$ cat config.mk
export PLATFORM = sky130hd
export DESIGN_NAME = rf_writeback
export DESIGN_NICKNAME = d
export VERILOG_FILES = /design/src/rtl/rf_wb_pkg.sv /design/src/rtl/wb_fifo.sv /design/src/rtl/rf_writeback.sv
export SDC_FILE = /design/constraint.sdc
export NUM_CORES = 1
export LEC_CHECK = 0
export ABC_CLOCK_PERIOD_IN_PS = 4900
export BUFFER_PORTS_ARGS = -buffer_cell sky130_fd_sc_hd__buf_2
export CORE_MARGIN = 5
export CORE_UTILIZATION = 40
export CTS_BUF_LIST = sky130_fd_sc_hd__clkbuf_8
export CTS_CLUSTER_DIAMETER = 80
export DETAILED_ROUTE_END_ITERATION = 10
export PLACE_DENSITY = 0.6
export SYNTH_ARGS = -nofsm -noshare
export SYNTH_HDL_FRONTEND = slang
export SYNTH_SLANG_ARGS = --single-unit
$ cat constraint.sdc
create_clock -name CLK -period 4.9 [get_ports CLK]
set_input_delay 0.98 -clock CLK [delete_from_list [all_inputs] [get_ports CLK]]
set_output_delay 0.98 -clock CLK [all_outputs]
set_load 0.03 [all_outputs]
$ cat src/rtl/rf_wb_pkg.sv
// Shared types and widths for the register-file write-back front end.
package rf_wb_pkg;

    localparam int ADDR_W = 5;
    localparam int DATA_W = 32;
    localparam int NREGS  = 32;

    // One pending register-file write: destination index plus data.
    typedef struct packed {
        logic [ADDR_W-1:0] rd;
        logic [DATA_W-1:0] data;
    } wb_req_t;

    // Which channel received the most recent grant.
    typedef enum logic {
        GNT_ALU = 1'b0,
        GNT_LD  = 1'b1
    } grant_e;

endpackage

$ cat src/rtl/wb_fifo.sv
// Synchronous FIFO of write-back requests. The head entry is readable
// combinationally so the arbiter can grant it in the same cycle it appears.
// DEPTH must be a power of two (at least 2) so the pointers wrap naturally.
module wb_fifo
    import rf_wb_pkg::*;
#(
    parameter int DEPTH = 4
) (
    input  logic                     CLK,
    input  logic                     RST_N,
    input  logic                     push_i,
    input  wb_req_t                  push_req_i,
    input  logic                     pop_i,
    output wb_req_t                  head_o,
    output logic [$clog2(DEPTH):0]   count_o
);

    localparam int PTR_W = $clog2(DEPTH);
    localparam int CNT_W = PTR_W + 1;

    wb_req_t            mem_q [DEPTH];
    logic [PTR_W-1:0]   wr_ptr_q;
    logic [PTR_W-1:0]   rd_ptr_q;
    logic [CNT_W-1:0]   count_q;
    logic               push_ok;
    logic               pop_ok;

    // Guard against overflow/underflow so a misbehaving caller cannot corrupt state.
    assign push_ok = push_i && (count_q != CNT_W'(DEPTH));
    assign pop_ok  = pop_i  && (count_q != '0);

    assign head_o  = mem_q[rd_ptr_q];
    assign count_o = count_q;

    // Storage is not reset: resetting the pointers is enough to discard contents.
    always_ff @(posedge CLK) begin
        if (push_ok) begin
            mem_q[wr_ptr_q] <= push_req_i;
        end
    end

    // Pointer and occupancy bookkeeping; simultaneous push and pop keep count.
    always_ff @(posedge CLK or negedge RST_N) begin
        if (!RST_N) begin
            wr_ptr_q <= '0;
            rd_ptr_q <= '0;
            count_q  <= '0;
        end else begin
            if (push_ok) begin
                wr_ptr_q <= wr_ptr_q + PTR_W'(1);
            end
            if (pop_ok) begin
                rd_ptr_q <= rd_ptr_q + PTR_W'(1);
            end
            if (push_ok && !pop_ok) begin
                count_q <= count_q + CNT_W'(1);
            end else if (pop_ok && !push_ok) begin
                count_q <= count_q - CNT_W'(1);
            end
        end
    end

endmodule

$ cat src/rtl/rf_writeback.sv
// Write-side front end of the integer register file: buffers ALU results,
// arbitrates them round-robin against unbuffered loads onto the single write
// port, and tracks outstanding destinations for RAW-hazard stalls.
module rf_writeback
    import rf_wb_pkg::*;
#(
    parameter int DEPTH = 4
) (
    input  logic                    CLK,
    input  logic                    RST_N,
    input  logic                    iss_valid,
    input  logic [ADDR_W-1:0]       iss_rd,
    output logic [NREGS-1:0]        busy,
    input  logic                    alu_valid,
    output logic                    alu_ready,
    input  logic [ADDR_W-1:0]       alu_rd,
    input  logic [DATA_W-1:0]       alu_data,
    input  logic                    ld_valid,
    output logic                    ld_ready,
    input  logic [ADDR_W-1:0]       ld_rd,
    input  logic [DATA_W-1:0]       ld_data,
    output logic [ADDR_W-1:0]       rd,
    output logic [DATA_W-1:0]       DataWr,
    output logic                    RFWr,
    output logic [$clog2(DEPTH):0]  count
);

    localparam int CNT_W = $clog2(DEPTH) + 1;

    wb_req_t             fifo_head;
    wb_req_t             alu_req;
    wb_req_t             sel_req;
    logic                fifo_nempty;
    logic                fifo_full;
    logic                alu_push;
    logic                gnt_alu;
    logic                gnt_ld;
    grant_e              last_grant_q;
    logic [ADDR_W-1:0]   rd_q;
    logic [DATA_W-1:0]   data_q;
    logic                rfwr_q;
    logic [NREGS-1:0]    busy_q;
    logic [NREGS-1:0]    busy_d;

    assign alu_req.rd   = alu_rd;
    assign alu_req.data = alu_data;

    assign fifo_nempty = (count != '0);
    assign fifo_full   = (count == CNT_W'(DEPTH));

    // Readiness depends only on state; both handshakes are held off during reset.
    assign alu_ready = RST_N && !fifo_full;
    assign alu_push  = alu_valid && alu_ready;

    // Round-robin: the FIFO head wins alone, or on a tie when the load had the last grant.
    assign gnt_alu  = fifo_nempty && (!ld_valid || (last_grant_q == GNT_LD));
    assign gnt_ld   = RST_N && ld_valid && !gnt_alu;
    assign ld_ready = gnt_ld;

    wb_fifo #(
        .DEPTH (DEPTH)
    ) u_fifo (
        .CLK        (CLK),
        .RST_N      (RST_N),
        .push_i     (alu_push),
        .push_req_i (alu_req),
        .pop_i      (gnt_alu),
        .head_o     (fifo_head),
        .count_o    (count)
    );

    // Select the payload of whichever channel holds the grant.
    always_comb begin
        sel_req = fifo_head;
        if (!gnt_alu) begin
            sel_req.rd   = ld_rd;
            sel_req.data = ld_data;
        end
    end

    // Write-port registers: load on a grant, x0 results are consumed without a write.
    always_ff @(posedge CLK or negedge RST_N) begin
        if (!RST_N) begin
            rd_q         <= '0;
            data_q       <= '0;
            rfwr_q       <= 1'b0;
            last_grant_q <= GNT_ALU;
        end else if (gnt_alu || gnt_ld) begin
            rd_q         <= sel_req.rd;
            data_q       <= sel_req.data;
            rfwr_q       <= (sel_req.rd != '0);
            last_grant_q <= gnt_alu ? GNT_ALU : GNT_LD;
        end else begin
            rfwr_q       <= 1'b0;
        end
    end

    // Per-register pending bit: a new allocation outranks a completing write.
    assign busy_d[0] = 1'b0;
    generate
        for (genvar gi = 1; gi < NREGS; gi++) begin : g_busy
            assign busy_d[gi] = (iss_valid && (iss_rd == ADDR_W'(gi)))
                              || (busy_q[gi] && !(rfwr_q && (rd_q == ADDR_W'(gi))));
        end
    endgenerate

    // Scoreboard register; reset drops every outstanding entry.
    always_ff @(posedge CLK or negedge RST_N) begin
        if (!RST_N) begin
            busy_q <= '0;
        end else begin
            busy_q <= busy_d;
        end
    end

    assign rd     = rd_q;
    assign DataWr = data_q;
    assign RFWr   = rfwr_q;
    assign busy   = busy_q;

endmodule

# Word level (Yosys, flattened, before mapping)

Memories as Yosys holds them, arrays and structs flattened.
Index checks and enable logic that the tools add are counted.

Reductions and logical operators: 174
Add/sub/neg operators: 4
Equality and inequality tests: 64
Multiplexer cells: 7

Operators with widths:

| operator                                                           | number |
|---|---|
| 5-bit == test, second input constant                               | 32 |
| 1-bit logical AND                                                  | 102 |
| 5-bit by 4-bit == test with 1-bit output, second input constant    | 16 |
| 5-bit by 3-bit == test with 1-bit output, second input constant    | 8 |
| 37-bit two-way mux                                                 | 1 |
| 1-bit logical NOT                                                  | 36 |
| 1-bit logical OR                                                   | 33 |
| 5-bit by 2-bit == test with 1-bit output, second input constant    | 4 |
| 5-bit by 1-bit == test with 1-bit output, second input constant    | 2 |
| 3-bit two-way mux                                                  | 2 |
| 5-bit nonzero test                                                 | 1 |
| 2-bit by 1-bit adder with 2-bit output, second input constant      | 2 |
| 1-bit two-way mux                                                  | 4 |
| 3-bit by 1-bit adder with 3-bit output, second input constant      | 1 |
| 3-bit == test, second input constant                               | 1 |
| 3-bit != test, second input constant                               | 1 |
| 3-bit nonzero test                                                 | 1 |
| 3-bit by 1-bit subtractor with 3-bit output, second input constant | 1 |
| 2-bit nonzero test                                                 | 1 |

Input bits: 84
Logic and storage cells: 258
Output and inout port bits: 75
RAM bits: 148
Bits in registers: 77
Memories kept: 1

Memory list:

| name         | depth | width | rd ports | clocked after Yosys merged registers in | write ports | line          | RTL |
|---|---|---|---|---|---|---|---|
| u_fifo.mem_q | 4     | 37    | 1        | 0                                       | 1           | wb_fifo.sv:21 | `wb_req_t mem_q [DEPTH];` |

# Depth between registers and ports, before layout

Word-level depth: 9
Gate-level depth with buffers: 11
Mapped depth without buffers: 9

# Modules after synthesis

A second synthesis with hierarchy kept.

Cells, all modules: 492
Area, all modules: 8998.6 um2

Modules (own cells, without submodules):

| module       | cells an instance | area an instance (um2) | instances |
|---|---|---|---|
| wb_fifo      | 227               | 5736.8                 | 1 |
| rf_writeback | 265               | 3261.9                 | 1 |

# Worst setup path before layout

OpenSTA, ideal clock, no wires.

Path kind: input port to flip-flop
From: input RST_N
To: memory u_fifo.mem_q[0][0] in the netlist's numbering (enable)
Stages: 2
Required time: 4.502 ns
Setup time: 0.398 ns
Arrival time: 2.970 ns
Setup slack: 1.532 ns
Path buffers: 0
Cell sequence: a21boi_0 > and3_1

Word-level cells in the longest chain between the ends: 5

RTL lines:

| element                                 | line               | RTL |
|---|---|---|
| from (decl)                             | rf_writeback.sv:10 | `input logic RST_N,` |
| 1-bit logical AND                       | rf_writeback.sv:52 | `assign alu_ready = RST_N && !fifo_full;` |
| 1-bit logical AND                       | rf_writeback.sv:53 | `assign alu_push = alu_valid && alu_ready;` |
| 1-bit logical AND                       | wb_fifo.sv:29      | `assign push_ok = push_i && (count_q != CNT_W'(DEPTH));` |
| 1-bit two-way mux                       | wb_fifo.sv:37      | `if (push_ok) begin` |
| 1-bit two-way mux (not written as such) | wb_fifo.sv:38      | `mem_q[wr_ptr_q] <= push_req_i;` |
| to (decl)                               | wb_fifo.sv:21      |  |

No other way between the ends.

# Final worst setup path

From: input RST_N
To: output ld_ready

Word-level cells in the longest chain between the ends: 2

RTL lines:

| element                         | line               | RTL |
|---|---|---|
| 1-bit logical AND (2 in series) | rf_writeback.sv:57 | `assign gnt_ld = RST_N && ld_valid && !gnt_alu;` |
| to (decl)                       | rf_writeback.sv:19 | `output logic ld_ready,` |

No other way between the ends.

==> summary.txt <==
Run status
  • Status: finished, final reports clean

STA
  • Slew Limit Fails: 0
  • Fmax achieved: 297 MHz
  • Fin Setup TNS: 0 ns
  • Fin. Hold Viols: 0
  • Worst Tran Pin Value: 1.08 ns
  • Fin crit period: 3.36 ns
  • Worst Skew: 0.0159 ns
  • RSZ-0062 raised after global routing: no
  • Tcrit/Tclk final: 0.687
  • Slew headroom: 0.281
  • Final setup viols: 0

Synth
  • Adder-cell area share of the yosys netlist: 0.00933
  • Syn nets: 621
  • Yosys top cell area share: 0.502
  • Post-synthesis xor/xnor area fraction: 0.00594
  • Top post-synthesis cells by area: edfxtp_1, dfrtp_1, mux4_2
  • Mapped Cells: 531
  • Syn. warnings: 0
  • Post-synth top area cell: edfxtp_1
  • Main combinational cell family by area after synthesis: multiplexers
  • Synth Area in Simple Gates: 0.0520
  • Post-synthesis register bit count: 225
  • Netlist cell types: 38
  • Post-synthesis mux area share: 0.143
  • Register area share after synthesis: 0.720
  • Post-synthesis compound-gate area fraction: 0.0577
  • Syn Std Cell Area: 8850 um2
  • Mean Syn Cell Area: 16.7 um2

CTS
  • CTS tree: built
  • Clk Latency, worst-skew pair: 0.52 ns
  • Post-CTS Resized: 0
  • Sink Count: 225
  • Root buffer cell: clkbuf_8
  • Clk buf depth: 3
  • Clk slew on worst S/H paths: 0.06 ns
  • Number of H-tree levels: 2
  • Postcts setup bufs: 0
  • Total CTS buffers: 37
  • Hold Buf Count CTS: 0

Detailed routing
  • First drt pass iteration count: 6
  • DRT antenna net count: 0
  • Vias/cell: 5.19
  • DRC Markers: 0
  • Final WL: 20100 um
  • WL per Instance: 19.7 um
  • DR iter-0 viols: 328
  • Routed vias: 5305

Pwr
  • Pwr Density: 626 nW/um2
  • P_leak: 4.20 nW
  • Gate power share: 0.332
  • Peak supply drop: 0.000307 V
  • Flop pwr share: 0.430
  • Int Power: 4.22 mW
  • Sw Pwr: 2.47 mW
  • Net Sw Frac: 0.369
  • Clock power share: 0.238
  • PnR Total Power: 6.69 mW

Flow run
  • # Max-Cap Violations: 0

GRT
  • Initial antenna violation count: 0
  • GRT Overall Usage: 0.156
  • First-pass GRT wire length: 31500 um
  • Largest net degree at the start of global routing: 80
  • Total congestion overflow: 0
  • Vias in the first global route: 5740

Floorplan
  • Die height: 159 um
  • Core footprint: 21800 um2
  • Die footprint: 25200 um2
  • Initial Util: 0.406
  • I/O pins: 159
  • Chip Width: 159 um
  • Row cnt: 54

Cells and area
  • Commonest non-fill, non-tap cell in the layout: buf_2
  • Layout cell share with drive strength beyond 1: 0.360
  • Nets: 802
  • Area delta synth->final: 20.7%
  • Most frequent cells in the layout: buf_2, edfxtp_1, dfrtp_1

Critical path
  • Crit. End Element: output pin
  • Max stage delay on crit path: 0.81 ns
  • Slowest CP cell: buf_4
  • CP Launch Type: primary input
  • CP arrival: 2.38 ns
  • Required @ worst endpoint: 3.92 ns
  • Critical path, cell by cell: buf_4 -> buf_4 -> nand2_2 -> nor2_1 -> buf_2
  • CP Class: primary input to output pin
  • CP max FO: 79
  • Worst path most repeated cell: buf_4

Place
  • DPL Wire Length: 13000 um
  • # port buffers: 157
  • Routability cong.: 0.787

Hold path
  • Hold Crit Class: flip-flop to flip-flop
==> per-layer routing <==
metal	part of all wire	GRT usage	vias to the layer above
li1	-	-	2417
met1	0.42	0.204	2656
met2	0.49	0.256	198
met3	0.073	0.0443	34
met4	0.020	0.0454	0
met5	0	0	-
==> cell usage after synthesis (all sizes together) <==
library cell / count
a21boi: 1
a21oi: 33
a31oi: 1
and2: 1
and3: 4
buf: 15
clkbuf: 4
conb: 1
dfrtp: 77
edfxtp: 148
fa: 1
ha: 5
inv: 4
mux2: 9
mux2i: 32
mux4: 37
nand2: 10
nand2b: 11
nand3: 6
nand3b: 2
nand4: 3
nand4b: 4
nor2: 41
nor2b: 3
nor3: 1
nor3b: 1
o21ai: 64
o41a: 1
or2: 4
or3: 1
xnor2: 4
xor2: 2
==> power groups by stage <==
| stage | Combinational [mW] | Sequential (mW) | Clock (mW) |
|---|---|---|---|
| after floorplan | 1.09 | 3.33 | 0 |
| after global placement | 2.22 | 2.89 | 0 |
| after detailed placement | 2.25 | 2.92 | 0 |
| after CTS | 2.26 | 2.89 | 1.65 |
| after global routing | 2.41 | 2.94 | 1.73 |
| final | 2.22 | 2.88 | 1.59 |
==> worst paths after layout <==
kind | startpoint | endpoint | slack [ns] | cells after the start
hold reg to reg | busy[20] | busy[20] | 0.51 | 2
setup reg to reg | u_fifo.count_o[0] | u_fifo.count_o[2] | 2.05 | 9
hold / removal | busy[20] | busy[20] | 0.51 | 2
setup / recovery | RST_N | ld_ready | 1.54 | 5
min in group asynchronous | RST_N | DataWr[14] | 0.77 | 2
max in group asynchronous | RST_N | u_fifo.rd_ptr_q[0] | 3.39 | 2
==> critical path, delay by kind of cell <==
family,cells,cell delay [ns]
buffers and inverters,3,1.12
AND/OR/NAND/NOR,2,0.24
==> kinds of logic (layout without fill, tap and decap cells) <==
family	Yosys count	in the layout
buf+inv	23	233
fa+ha+maj	6	6
compound gates	100	100
flops	225	225
simple gates	92	92
mux	78	78
xor+xnor	6	6
other cells	1	2
==> flip-flops by register name (all words and copies together), names as in the netlist <==
register / cells
u_fifo.mem_q: 148
DataWr: 32
busy: 31
rd: 5
u_fifo.count_o: 3
u_fifo.rd_ptr_q: 2
u_fifo.wr_ptr_q: 2
RFWr: 1
last_grant_q: 1
==> per-stage QoR <==
step / hold WS, ns / utilization / setup slack (ns) / area (um2) / cells
global placement: 0.482 / 0.455 / 1.50 / 9940 / 953
CTS: 0.506 / 0.490 / 1.48 / 10700 / 1021
detailed placement: 0.493 / 0.455 / 1.47 / 9940 / 953
global route: 0.535 / 0.490 / 1.32 / 10700 / 1021
floorplan: 0.476 / - / 1.53 / 8850 / 531
finish: 0.508 / 0.490 / 1.54 / 10700 / 1022
==> final cells by class <==
cell class,count,area (um2)
fillers,1894,11100
flip-flops and latches,225,6370
multi-input cells,283,2380
repair buffers,161,818
clock buffers,46,633
well taps,280,350
clock inverters,22,113
inverters,4,15.0
diodes,1,2.50
Note: power is estimated with default switching activity, not from simulation.
